==> src/rtl/spi_master_gen.sv <==
// spi_master_gen: burst SPI master with runtime CPOL/CPHA, programmable SCLK divider, one-hot SS.
// Optional feature macro: SPI_MASTER_LOOPBACK_EN adds loopback_i (MOSI looped into receive path).
module spi_master_gen #(
   parameter int unsigned MAX_BYTES = 4,
   parameter int unsigned NUM_SS    = 2,
   parameter int unsigned CLK_DIV_W = 8,
   localparam int unsigned SS_W     = (NUM_SS > 1) ? $clog2(NUM_SS) : 1,
   localparam int unsigned NB_W     = $clog2(MAX_BYTES + 1),
   localparam int unsigned DW       = 8 * MAX_BYTES
) (
   input  logic                 clk_i,
   input  logic                 rst_i,
   input  logic                 start_i,
   input  logic                 cpol_i,
   input  logic                 cpha_i,
   input  logic [CLK_DIV_W-1:0] clk_div_i,
   input  logic [SS_W-1:0]      ss_sel_i,
   input  logic [NB_W-1:0]      num_bytes_i,
   input  logic [DW-1:0]        tx_data_i,
   input  logic                 spi_miso_i,
`ifdef SPI_MASTER_LOOPBACK_EN
   input  logic                 loopback_i,
`endif
   output logic                 busy_o,
   output logic                 done_o,
   output logic [DW-1:0]        rx_data_o,
   output logic [NB_W-1:0]      rx_bytes_valid_o,
   output logic                 spi_clk_o,
   output logic                 spi_mosi_o,
   output logic [NUM_SS-1:0]    spi_ss_o
);

   localparam int unsigned BW  = $clog2(DW);
   localparam int unsigned E_W = BW + 1;

   typedef enum logic [2:0] {StIdle, StSetup, StXfer, StHold, StDone} state_e;

   state_e               r_state;
   logic                 r_cpol;
   logic                 r_cpha;
   logic                 r_loop;
   logic [CLK_DIV_W-1:0] r_div;
   logic [CLK_DIV_W-1:0] r_div_cnt;
   logic [DW-1:0]        r_tx;
   logic [E_W-1:0]       r_edge;
   logic [E_W-1:0]       r_last_edge;
   logic [7:0]           r_rx_sh;
   logic                 r_busy;
   logic                 r_done;
   logic [DW-1:0]        r_rx_data;
   logic [NB_W-1:0]      r_rx_valid;
   logic                 r_sclk;
   logic                 r_mosi;
   logic [NUM_SS-1:0]    r_ss;

   logic                 w_loop_in;
   logic [NB_W-1:0]      w_n;
   logic [E_W-1:0]       w_last_edge;
   logic [BW-1:0]        w_bit;
   logic [BW-1:0]        w_bit_nxt;
   logic                 w_tx_cur;
   logic                 w_tx_nxt;
   logic                 w_miso;
   logic [7:0]           w_rx_byte;
   logic                 w_tick;
   logic                 w_sample;
   logic [NUM_SS-1:0]    w_ss_dec;

`ifdef SPI_MASTER_LOOPBACK_EN
   assign w_loop_in = loopback_i;
`else
   assign w_loop_in = 1'b0;
`endif

   assign w_n         = (num_bytes_i > NB_W'(MAX_BYTES)) ? NB_W'(MAX_BYTES) : num_bytes_i;
   // Last SCLK edge index is 16*N-1, i.e. {N-1, 4'hF}.
   assign w_last_edge = E_W'({w_n - NB_W'(1), 4'hF});

   // Two SCLK edges per bit; XOR with 7 maps bit order to MSB-first within each byte.
   assign w_bit     = r_edge[E_W-1:1];
   assign w_bit_nxt = w_bit + BW'(1);
   assign w_tx_cur  = r_tx[w_bit ^ BW'(7)];
   assign w_tx_nxt  = r_tx[w_bit_nxt ^ BW'(7)];

   assign w_miso    = r_loop ? r_mosi : spi_miso_i;
   assign w_rx_byte = {r_rx_sh[6:0], w_miso};
   assign w_tick    = (r_div_cnt == r_div);
   // Even edges lead; CPHA=0 samples on leading, CPHA=1 on trailing.
   assign w_sample  = ~r_edge[0] ^ r_cpha;

   always_comb begin
      w_ss_dec = '1;
      for (int i = 0; i < int'(NUM_SS); i++) begin
         if (ss_sel_i == SS_W'(i)) w_ss_dec[i] = 1'b0;
      end
      if (w_loop_in) w_ss_dec = '1;
   end

   always_ff @(posedge clk_i) begin
      if (rst_i) begin
         r_state     <= StIdle;
         r_cpol      <= 1'b0;
         r_cpha      <= 1'b0;
         r_loop      <= 1'b0;
         r_div       <= '0;
         r_div_cnt   <= '0;
         r_tx        <= '0;
         r_edge      <= '0;
         r_last_edge <= '0;
         r_rx_sh     <= '0;
         r_busy      <= 1'b0;
         r_done      <= 1'b0;
         r_rx_data   <= '0;
         r_rx_valid  <= '0;
         r_sclk      <= 1'b0;
         r_mosi      <= 1'b0;
         r_ss        <= '1;
      end else begin
         r_done <= 1'b0;
         unique case (r_state)
            StIdle: begin
               r_sclk <= cpol_i;
               if (start_i) begin
                  r_cpol      <= cpol_i;
                  r_cpha      <= cpha_i;
                  r_loop      <= w_loop_in;
                  r_div       <= clk_div_i;
                  r_tx        <= tx_data_i;
                  r_last_edge <= w_last_edge;
                  r_div_cnt   <= '0;
                  r_edge      <= '0;
                  r_rx_data   <= '0;
                  r_rx_valid  <= '0;
                  r_busy      <= 1'b1;
                  if (w_n == '0) begin
                     r_state <= StDone;
                     r_done  <= 1'b1;
                  end else begin
                     r_state <= StSetup;
                     r_ss    <= w_ss_dec;
                     r_mosi  <= cpha_i ? 1'b0 : tx_data_i[7];
                  end
               end
            end
            StSetup: begin
               r_sclk <= r_cpol;
               if (w_tick) begin
                  r_div_cnt <= '0;
                  r_state   <= StXfer;
               end else begin
                  r_div_cnt <= r_div_cnt + CLK_DIV_W'(1);
               end
            end
            StXfer: begin
               if (w_tick) begin
                  r_div_cnt <= '0;
                  r_sclk    <= ~r_sclk;
                  r_edge    <= r_edge + E_W'(1);
                  if (w_sample) begin
                     r_rx_sh <= w_rx_byte;
                     if (w_bit[2:0] == 3'd7) begin
                        for (int k = 0; k < int'(MAX_BYTES); k++) begin
                           if ((w_bit >> 3) == BW'(k)) r_rx_data[8*k +: 8] <= w_rx_byte;
                        end
                        r_rx_valid <= r_rx_valid + NB_W'(1);
                     end
                  end else if (r_edge != r_last_edge) begin
                     r_mosi <= r_cpha ? w_tx_cur : w_tx_nxt;
                  end
                  if (r_edge == r_last_edge) r_state <= StHold;
               end else begin
                  r_div_cnt <= r_div_cnt + CLK_DIV_W'(1);
               end
            end
            StHold: begin
               r_sclk <= r_cpol;
               if (w_tick) begin
                  r_div_cnt <= '0;
                  r_state   <= StDone;
                  r_done    <= 1'b1;
                  r_ss      <= '1;
               end else begin
                  r_div_cnt <= r_div_cnt + CLK_DIV_W'(1);
               end
            end
            StDone: begin
               r_busy  <= 1'b0;
               r_state <= StIdle;
            end
            default: r_state <= StIdle;
         endcase
      end
   end

   assign busy_o           = r_busy;
   assign done_o           = r_done;
   assign rx_data_o        = r_rx_data;
   assign rx_bytes_valid_o = r_rx_valid;
   assign spi_clk_o        = r_sclk;
   assign spi_mosi_o       = r_mosi;
   assign spi_ss_o         = r_ss;

endmodule

==> config.mk <==
export PLATFORM = sky130hd
export DESIGN_NAME = spi_master_gen
export DESIGN_NICKNAME = d
export VERILOG_FILES = /design/src/rtl/spi_master_gen.sv
export SDC_FILE = /design/constraint.sdc
export NUM_CORES = 1
export LEC_CHECK = 0
export ABC_AREA = 1
export BUFFER_PORTS_ARGS = -buffer_cell sky130_fd_sc_hd__buf_2
export CORE_MARGIN = 5
export CORE_UTILIZATION = 55
export DETAILED_ROUTE_END_ITERATION = 16
export GPL_ROUTABILITY_DRIVEN = 0
export PLACE_DENSITY = 0.77
export REMOVE_ABC_BUFFERS = 1
export SETUP_SLACK_MARGIN = 0.4
export SLEW_MARGIN = 20
export SYNTH_ARGS = -nofsm -noshare
export SYNTH_HDL_FRONTEND = slang
export SYNTH_SLANG_ARGS = --single-unit
export TNS_END_PERCENT = 50
==> constraint.sdc <==
create_clock -name clk_i -period 2.4 [get_ports clk_i]
set_clock_uncertainty 0.2 [all_clocks]
set_input_delay 0.24 -clock clk_i [delete_from_list [all_inputs] [get_ports clk_i]]
set_output_delay 0.24 -clock clk_i [all_outputs]
set_load 0.05 [all_outputs]
==> qor.txt <==
Final setup viols = 0
Netlist cell types = 31
Core ar. = 9284 um^2
FP Rows = 35
I/O pin cnt = 91
Fillers = 776
Post-route minimum period = 1.946 ns
PortBufs = 90
Post-layout power = 6.375 mW
R2R depth = 12
CP Data Required Time = 2.51 ns
Pin count of the biggest net entering global routing = 77
Critical path capture point type = flip-flop
Crit Reg-Reg Endpoint = rx_data_o[21]
Pre-CTS WS = 0.3094 ns
Synth Instances = 757
Number of vias per cell = 5.382
Post-synth EDFFs = 0
1st-pass router iterations = 6
Die area = 11650 um^2
Commonest cells post-synth = 153 x nand2_1, 110 x dfxtp_1, 109 x a21oi_1
Layout cells sized above 1 = 0.2157
Top_reg_cell synth = dfxtp_1
Top post-synthesis cells by area = dfxtp_1 42%, nand2_1 11%, a21oi_1 10%, nand3_1 8.7%, inv_1 6.2%
Slew HR = 0.6585
Post-DRT Antenna Nets = 0
Warnings from Yosys = 0
Routed WL = 14370 um
Hold Crit Start = clk_div_i[5]
Worst min path class = input port to flip-flop
Remaining global-route overflow = 0
Endpoints failing hold = 1
HPWL Detailed = 9479 um
Die height = 107.9 um
TritonCTS Buffers = 9
Vias in the first global route = 5155
RSZ-0062 raised after global routing = true
R2r setup slk = 0.45 ns
Initial DRC Count = 395
Worst skew pair latency = 0.38 ns
Root Buffer = clkbuf_8
Fmax = 513.8 MHz
DR WL/cell = 14.09 um
Register bit total from synthesis = 110
Clock Path Buffers = 2
Crit start category = flip-flop
Synth area leader = dfxtp_1
PD cells = 945.1 nW/um^2
Max_cap viols = 0
# nets final = 941
Residual DRC count = 0
Clk sinks = 110
Crit path DAT = 2.06 ns
Hold Path End = r_div[5]
Area grow syn2layout = 27.87%
Crit Path Class = flip-flop to flip-flop
CTS tree = yes
Die W = 107.9 um
Failing checks = hold timing
Via count = 5490
Crit share post-route = 0.8110
Count leader, synth = nand2_1
Initial antenna violation count = 0
Post-Syn Area per Cell = 6.968 um^2
Worst hold stages = 3
First-pass GRT wire length = 23070 um
Hold WS = -0.004827 ns
VDD IR-drop max = 0.0007341 V
Result of the run = complete, but fails checks
Initial Utilization = 0.5682
Asr flop ratio synth = 0
GR Util All Layers = 0.2396
Setup ws final = 0.4536 ns
Cell Area, Synth = 5275 um^2
Pins Over Slew Limit = 0
CP max FO = 8
Top-area cell type share of the netlist area = 0.4175
H-tree depth = 3
Clk slew on worst S/H paths = 0.12 ns
Leakage = 2.826 nW
R2r startpoint = r_div_cnt[4]
Worst-Margin Slew = 0.5121 ns
Seq/Total Area, Yosys = 0.4175
## cell type report
| type | count | area (um^2) | area share |
|---|---|---|---|
| diodes | 1 | 2.502 | 0.0003710 |
| clock buffers | 9 | 123.9 | 0.01836 |
| clock inverters | 7 | 105.1 | 0.01558 |
| inverters | 94 | 360.3 | 0.05342 |
| multi-input cells | 514 | 2608 | 0.3866 |
| flip-flops and latches | 110 | 2226 | 0.3300 |
| well taps | 129 | 161.4 | 0.02393 |
| repair buffers | 154 | 1144 | 0.1695 |
| repair inverters | 2 | 15.01 | 0.002226 |
## report_power, final
part,internal [mW],switching [mW],leakage [nW]
Clock,0.604,0.683,0.112
Sequential,2.13,0.173,0.906
Combinational,1.03,1.75,1.81
Total,3.77,2.61,2.83
## kinds of logic (layout without fill, tap and decap cells)
logic type | count (synthesis) | in the layout | share of synthesized area
AND/OR/NAND/NOR | 309 | 309 | 0.2595
AO/OA/AOI/OAI | 191 | 191 | 0.1905
buffers and inverters | 133 | 266 | 0.1051
flip-flops | 110 | 110 | 0.4175
XOR/XNOR | 8 | 8 | 0.01328
adder cells (fa/ha/maj) | 6 | 6 | 0.01423
other | 0 | 1 | 0
## through the flow
stage | instance area [um^2] | util | TNS, ns | std cells
global placement | 5793 | 0.6240 | 0 | 948
CTS | 6524 | 0.7027 | 0 | 1011
detailed placement | 5793 | 0.6240 | 0 | 948
floorplan | 5074 | - | -8.988 | 718
global route | 6743 | 0.7263 | 0 | 1019
finish | 6745 | 0.7266 | 0 | 1020
## cells in the final DEF, fill, tap and decap left out, types with 7 or more instances in the layout
cell / n
nand2_1: 149
a21oi_1: 104
dfxtp_1: 95
buf_2: 90
nand3_1: 88
inv_1: 79
o21ai_0: 60
dlygate4sd3_1: 43
nor2_1: 36
buf_4: 14
inv_2: 13
dfxtp_2: 13
o211ai_1: 11
clkbuf_8: 9
xor2_1: 8
nor3_1: 8
nand2_2: 7
## state kept, by name (all words and copies together), names as in the netlist
name / flops
r_last_edge: 3
rx_data_o: 32
spi_ss_o: 2
spi_clk_o: 1
busy_o: 1
r_edge: 6
r_cpha: 1
r_state: 3
r_div_cnt: 8
done_o: 1
r_div: 8
r_rx_sh: 7
r_cpol: 1
spi_mosi_o: 1
rx_bytes_valid_o: 3
r_tx: 32
## critical path: stages, from the launching register on
cell and delay, ns:
dfxtp_4 0.38, inv_2 0.04, nand2_2 0.04, nand4_1 0.11
nor2_1 0.14, nand2_1 0.11, nand2_2 0.11, nand2_4 0.08
nor2_8 0.15, buf_12 0.14, clkbuf_16 0.14, nand3_1 0.07
a21oi_1 0.17
## how the worst max path moves through the flow
stage | from | endpoint | slack, ns | depth (start not counted)
floorplan | r_edge[1] | rx_data_o[24] | -0.36 | 7
global placement | r_div_cnt[5] | rx_data_o[4] | 0.36 | 12
detailed placement | r_state[1] | r_div_cnt[6] | 0.31 | 8
CTS | r_edge[1] | spi_mosi_o | 0.36 | 11
global route | r_edge[2] | spi_mosi_o | 0.34 | 11
finish | r_div_cnt[4] | rx_data_o[21] | 0.45 | 12
## metal layers
metal	up-vias	global-route usage	share of wire
met5	-	0	0
li1	2748	-	-
met1	2540	0.3025	0.44
met3	29	0.03104	0.050
met2	173	0.4227	0.50
met4	0	0.07845	0.020
## repair_timing
| item | CTS | global route |
|---|---|---|
| hold buffers | 43 | 0 |
| resized for setup | 9 | 48 |
| pin swaps | 2 | 20 |
| cloned | 1 | 4 |
| setup endpoints to repair | 43 | 58 |
| buffers inserted | 3 | 4 |
| endpoints found under the hold margin | 45 | 0 |
Power figures use the tool's default switching activity.
